`config.mk`:
```
export PLATFORM = sky130hd
export DESIGN_NAME = ppm_modulator_flat
export DESIGN_NICKNAME = d
export VERILOG_FILES = /design/src/rtl/ppm_modulator_if.sv /design/src/rtl/ppm_modulator.sv /design/src/flat_wrapper.sv
export SDC_FILE = /design/constraint.sdc
export NUM_CORES = 1
export LEC_CHECK = 0
export CORE_UTILIZATION = 45
export DETAILED_ROUTE_END_ITERATION = 10
export PLACE_DENSITY = 0.69
export SKIP_CTS_REPAIR_TIMING = 1
export SYNTH_ARGS = -nofsm -noshare
export SYNTH_HDL_FRONTEND = slang
export SYNTH_SLANG_ARGS = --single-unit
```
`constraint.sdc`:
```
create_clock -name clk -period 2.6 [get_ports clk]
set_clock_uncertainty 0.1 [all_clocks]
set_input_delay 0.65 -clock clk [delete_from_list [all_inputs] [get_ports clk]]
set_output_delay 0.65 -clock clk [all_outputs]
set_load 0.005 [all_outputs]
```
`src/rtl/ppm_modulator_if.sv`:
```
// Symbol-side and pin-side signals of the 4-PPM slot generator.
// The shifter (master) drives symbol/valid; the modulator (slave) drives the pin and status.
interface ppm_modulator_if;
  logic [1:0] symbol;
  logic       symbol_valid;
  logic       ppm_out;
  logic       busy;
  logic       symbol_done;

  modport master (
    output symbol, symbol_valid,
    input  ppm_out, busy, symbol_done
  );

  modport slave (
    input  symbol, symbol_valid,
    output ppm_out, busy, symbol_done
  );
endinterface

```
`src/rtl/ppm_modulator.sv`:
```
// 4-PPM slot generator: one pulse per symbol period in the slot chosen by the symbol.
// Define PPM_GRAY_EN to Gray-map symbols to slots; otherwise symbol value = slot index.
module ppm_modulator #(
  parameter int SLOT_LEN  = 32,
  parameter int PULSE_LEN = 8,
  parameter int CNT_W     = 7
) (
  input  logic            clk,
  input  logic            rst,
  ppm_modulator_if.slave  bus
);

  localparam logic [1:0] ST_IDLE  = 2'd0;
  localparam logic [1:0] ST_RUN   = 2'd1;
  localparam logic [1:0] ST_DRAIN = 2'd2;

  localparam logic [CNT_W-1:0] CNT_LAST = CNT_W'(4 * SLOT_LEN - 1);

  logic [1:0]       state_q, state_d;
  logic [CNT_W-1:0] cnt_q, cnt_d;
  logic [1:0]       sym_q;
  logic [1:0]       sym_sel;
  logic [1:0]       slot;
  logic [CNT_W-3:0] off;
  logic             active;
  logic             cnt_last;
  logic             pulse_d;
  logic             ppm_out_q;
  logic             done_q;

  function automatic logic [1:0] slot_map(input logic [1:0] s);
`ifdef PPM_GRAY_EN
    return {s[1], s[1] ^ s[0]};
`else
    return s;
`endif
  endfunction

  assign active   = (state_q != ST_IDLE);
  assign cnt_last = (cnt_q == CNT_LAST);
  assign slot     = cnt_q[CNT_W-1:CNT_W-2];
  assign off      = cnt_q[CNT_W-3:0];
  // The shifter's data_out is only valid from the first count of a period, so bypass the latch there.
  assign sym_sel  = (cnt_q == '0) ? bus.symbol : sym_q;
  assign pulse_d  = active && (slot == slot_map(sym_sel)) && (32'(off) < PULSE_LEN);

  always_comb begin
    // NOTE: defaults first so every path assigns state_d/cnt_d and no latch is inferred.
    state_d = state_q;
    cnt_d   = cnt_q;
    case (state_q)
      ST_IDLE: begin
        cnt_d = '0;
        if (bus.symbol_valid) state_d = ST_RUN;
      end
      ST_RUN: begin
        if (cnt_last) begin
          cnt_d   = '0;
          state_d = bus.symbol_valid ? ST_RUN : ST_IDLE;
        end else begin
          cnt_d = cnt_q + 1'b1;
          if (!bus.symbol_valid) state_d = ST_DRAIN;
        end
      end
      ST_DRAIN: begin
        if (cnt_last) begin
          cnt_d   = '0;
          state_d = ST_IDLE;
        end else begin
          cnt_d = cnt_q + 1'b1;
        end
      end
      default: begin
        cnt_d   = '0;
        state_d = ST_IDLE;
      end
    endcase
  end

  // NOTE: non-blocking assignments so every register samples pre-edge values regardless of statement order.
  always_ff @(posedge clk) begin
    if (rst) begin
      state_q   <= ST_IDLE;
      cnt_q     <= '0;
      sym_q     <= '0;
      ppm_out_q <= 1'b0;
      done_q    <= 1'b0;
    end else begin
      state_q   <= state_d;
      cnt_q     <= cnt_d;
      if (active && cnt_q == '0) sym_q <= bus.symbol;
      ppm_out_q <= pulse_d;
      done_q    <= active && cnt_last;
    end
  end

  assign bus.ppm_out     = ppm_out_q;
  assign bus.busy        = active;
  assign bus.symbol_done = done_q;

endmodule

```
`src/flat_wrapper.sv`:
```
// flat-port wrapper written by rule: the top's interface ports become plain ports
module ppm_modulator_flat 
#(
  parameter int SLOT_LEN  = 32,
  parameter int PULSE_LEN = 8,
  parameter int CNT_W     = 7
)
  (clk, rst, bus_symbol, bus_symbol_valid, bus_ppm_out, bus_busy, bus_symbol_done);
  ppm_modulator_if bus_i ();
  input  logic clk;
  input  logic rst;
  input wire logic [$bits(bus_i.symbol)-1:0] bus_symbol;
  input wire logic [$bits(bus_i.symbol_valid)-1:0] bus_symbol_valid;
  output wire logic [$bits(bus_i.ppm_out)-1:0] bus_ppm_out;
  output wire logic [$bits(bus_i.busy)-1:0] bus_busy;
  output wire logic [$bits(bus_i.symbol_done)-1:0] bus_symbol_done;
  assign bus_i.symbol = bus_symbol;
  assign bus_i.symbol_valid = bus_symbol_valid;
  assign bus_ppm_out = bus_i.ppm_out;
  assign bus_busy = bus_i.busy;
  assign bus_symbol_done = bus_i.symbol_done;
  ppm_modulator #(.SLOT_LEN(SLOT_LEN), .PULSE_LEN(PULSE_LEN), .CNT_W(CNT_W)) u_core (.clk(clk), .rst(rst), .bus(bus_i));
endmodule
```
# --- Word level (Yosys, flattened, before mapping) ---
# Index checks and enable logic that the tools add are counted.
op_classes:
  n_addsub: 1
  order_cmp: 1
  eq_ne: 7
  muxes: 7
  bitwise_logic: 1
  n_reduce_logical: 10
op_table:
  columns: ["operator", "n"]
  rows:
  - ["$mux W2", 5]
  - ["$add A7 B1 Y7 const B", 1]
  - ["$eq A7 B7 Y1 const B", 1]
  - ["$logic_not A7 Y1", 1]
  - ["$pmux W2 S3", 1]
  - ["$lt A5 B4 Y1 const B", 1]
  - ["$logic_and A1 B1 Y1", 4]
  - ["$ne A3 B2 Y1 const B", 1]
  - ["$reduce_and A3 Y1", 1]
  - ["$reduce_or A3 Y1", 1]
  - ["$eq A2 B1 Y1 const B", 1]
  - ["$eq A2 B2 Y1", 1]
  - ["$eq A2 B2 Y1 const B", 1]
  - ["$logic_not A2 Y1", 1]
  - ["$ne A2 B1 Y1 const B", 1]
  - ["$ne A2 B2 Y1 const B", 1]
  - ["$reduce_bool A2 Y1", 1]
  - ["$reduce_or A2 Y1", 1]
  - ["$mux W1", 1]
  - ["$not A1 Y1", 1]
totals:
  ff_bits: 13
  input_bits: 5
  output_inout_bits: 3
  word_cells: 32

# --- Logic depth before layout (Yosys ltp) ---
depth:
  word_depth: 5
  mapped_depth: 6
  ltp_nobuf: 6

# --- Worst setup path before layout ---
# Ideal clock, no wire load.
synth_timing:
  path_kind: "flip-flop to flip-flop"
  from: "register u_core.cnt_q[0]"
  to: "register u_core.sym_q[0]"
  setup_ps: 114
  arrival_time_ps: 1440
  required_ps: 2386
  setup_slack_ps: 946
  path_stages_with_launch: 7
  n_path_buf: 0
  synth_period_minus_slack_ps: 1654
  path_cell_list: "dfxtp_1 > inv_1 > ha_1 > or3b_4 > or3_4 > mux2i_1 > nor2_1"
synth_via:
  elab_chain_cells: 2
synth_rtl:
  columns: ["item", "line", "text"]
  rows:
  - ["start: declaration", "ppm_modulator.sv:20", "logic [CNT_W-1:0] cnt_q, cnt_d;"]
  - ["start signal: assignment", "ppm_modulator.sv:90", "cnt_q <= cnt_d;"]
  - ["$logic_not A7 Y1", "ppm_modulator.sv:91", "if (active && cnt_q == '0) sym_q <= bus.symbol;"]
  - ["$logic_and A1 B1 Y1", "ppm_modulator.sv:91", null]
  - ["end signal: assignment", "ppm_modulator.sv:91", null]
  - ["end: declaration", "ppm_modulator.sv:21", "logic [1:0] sym_q;"]
# No other way between the ends.
# A chain may end at the register's enable or synchronous reset.

# --- Final worst setup path ---
layout_timing:
  from: "register u_core.state_q[1]"
  to: "output port bus_busy"
layout_via:
  elab_chain_cells: 1
layout_rtl:
  columns: ["item", "line", "text"]
  rows:
  - ["start: declaration", "ppm_modulator.sv:19", "logic [1:0] state_q, state_d;"]
  - ["start signal: assignment", "ppm_modulator.sv:89", "state_q <= state_d;"]
  - ["$reduce_bool A2 Y1", "ppm_modulator.sv:39", "assign active = (state_q != ST_IDLE);"]
  - ["end: declaration", "flat_wrapper.sv:15", "output wire logic [$bits(bus_i.busy)-1:0] bus_busy;"]
# No other way between the ends.

==> impl_metrics.toml <==
[synth]
synth_ff_type = "dfxtp_1"
ys_seq_area_share_pct = 39.8
ys_top_cells_by_count = "dfxtp_1 (13), nor2_1 (11), inv_1 (8), ha_1 (5)"
synth_edf_count = 0
syn_nets = 81
syn_area_per_cell_um2 = 9.22
post-synth-top-count-cell = "dfxtp_1"
yosysUniqueCellTypes = 25
synth_seq_cells = 13
netlist_area_um2 = 654
synth_top_cell_by_area = "dfxtp_1"
synth.area.top_cells = "dfxtp_1 (40%), ha_1 (9.6%), nor2_1 (6.3%), inv_1 (4.6%), xnor2_1 (4.0%)"
yosys_warnings = 0
synth.top_cell.area_share_pct = 39.8
syn_inst = 71
synthArstFlopShare_pct = 0

[die]
die_h_um = 40.1
ios = 8
die-area_mm2 = 0.00161
num_rows = 13
die_x_um = 40.1
start_util_pct = 49.1
core_area_mm2 = 0.00133

[cells_and_area]
design_area_um2 = 769
area.sequential_um2 = 260
final_nets = 93
multi_input_area_um2 = 364
drive_above_1_share_pct = 7.32
area_growth_pct = 17.6
diodes = 0
fill_cells = 130

[worst_setup_path]
cp_top_family = "buffers and inverters"
cp_slowest_cell = "clkdlybuf4s50_1"
slowest_delay_ns = 0.49
crit_top_cell = "inv_1"
cp_num_buf_inv = 3
cp_max_fo = 8
cp-end-kind = "output pin"
cp-start-kind = "register"
crit_chain = "inv_1 -> ha_1 -> inv_1 -> clkdlybuf4s50_1"
worstSetupPathType = "reg -> out"
critical_path_arrival_ns = 1.55
worstPathRequired_ns = 1.85

[global_routing]
grtUsageTotal_pct = 17.4
first_global_vias = 432
grt_max_degree = 9
overflow = 0
antenna_found_initial = 0
grt_pass1_wl_mm = 1.75

[sta]
fmax_mhz = 435
setup_tns_ns = 0
setup_viol = 0
rsz0062_at_grt = "no"
slew_headroom_pct = 80.4
period_share_pct = 88.4
max_slew.worst_pin.slew_ns = 0.291
drv_slew = 0
finalCriticalPeriod_ns = 2.30
finalHoldViolations = 0

[cts]
cts_root_buf = "clkbuf_4"
clk_latency_ns = 0.27
clk_pin_slew_worst_paths_ns = 0.08
cts_buffers = 3
h-tree-depth = 1
cts_tree = "yes"
numClockSinks = 13
cts_max_path_buffers = 2

[min_path]
worstHoldPathType = "reg -> reg"

[drt]
drt_iter0_drc = 13
wl_per_cell_um = 11.5
drc_errors = 0
via_per_inst = 5.33
firstDrtPassIters = 4
totalWireLength_mm = 1.12
ant_nets = 0
vias = 517

[placement]
port-buffer-count = 7
place_area_um2 = 743
gp_congestion = 0.722
hpwl_um = 838

[run_status]
outcome = "completed"

[run]
max-cap-violations = 0

[pwr]
power_density_mw_per_mm2 = 607
p_leak_nw = 0.312
ir_drop_v = 0.000393
[layout make-up]
class | count | area share, %
well taps | 15 | 2.44
clock buffers | 4 | 3.41
inverters | 8 | 3.90
repair buffers | 7 | 9.11
flip-flops and latches | 13 | 33.8
multi-input cells | 50 | 47.3
[state kept, by name (all words and copies together), names as in the netlist]
| register | flops |
|---|---|
| u_core.bus.symbol_done | 1 |
| u_core.bus.ppm_out | 1 |
| u_core.state_q | 2 |
| u_core.sym_q | 2 |
| u_core.cnt_q | 7 |
[layer usage]
metal  GRT usage (%)  routed length, µm
met5               0                  0
met4            7.76                 11
met3            10.0                 72
met2            27.8                516
met1            18.4                516
[worst paths after layout]
check                    startpoint               to  slack [ns]  cells past startpoint
setup / recovery  u_core.state_q[1]         bus_busy        0.30                      4
hold / removal      u_core.cnt_q[0]  u_core.cnt_q[0]        0.37                      1
setup reg to reg    u_core.cnt_q[0]  u_core.sym_q[1]        0.85                      6
hold reg to reg     u_core.cnt_q[0]  u_core.cnt_q[0]        0.37                      1
[where the power goes]
part | total (W) | switching, W | leakage (nW) | internal, W
Sequential | 0.000222 | 0.00000961 | 0.105 | 0.000213
Combinational | 0.000121 | 0.0000563 | 0.191 | 0.0000652
Clock | 0.000124 | 0.0000640 | 0.0150 | 0.0000595
[layout by cell type (no fill, tap or decap), drive strengths merged, types with 2 or more instances in the layout]
cell type,n
nor2,11
a211oi,3
clkdlybuf4s50,7
nand2b,3
nor3,2
ha,5
dfxtp,13
o21ai,2
inv,8
xor2,2
nand3,2
xnor2,3
mux2i,2
clkbuf,4
or3,2
and3,2
[cells by family after synthesis]
group | count (synthesis) | share of synthesized area [%]
AO/OA/AOI/OAI | 11 | 13.2
XOR/XNOR | 5 | 6.69
adder cells (fa/ha/maj) | 5 | 9.56
buffers and inverters | 8 | 4.59
flip-flops | 13 | 39.8
multiplexers | 2 | 3.06
AND/OR/NAND/NOR | 27 | 23.1
[per-stage QoR]
stage	hold WS, ns	utilization, %	cells	power (W)	worst slack, ns
after floorplan	0.326	-	71	0.000313	0.946
after global placement	0.339	55.7	93	0.000346	0.557
after detailed placement	0.352	55.7	93	0.000349	0.551
after CTS	0.370	57.7	97	0.000474	0.296
after global routing	0.409	57.7	97	0.000501	0.175
final	0.366	57.7	97	0.000467	0.301
(Power assumes the default switching activity.)
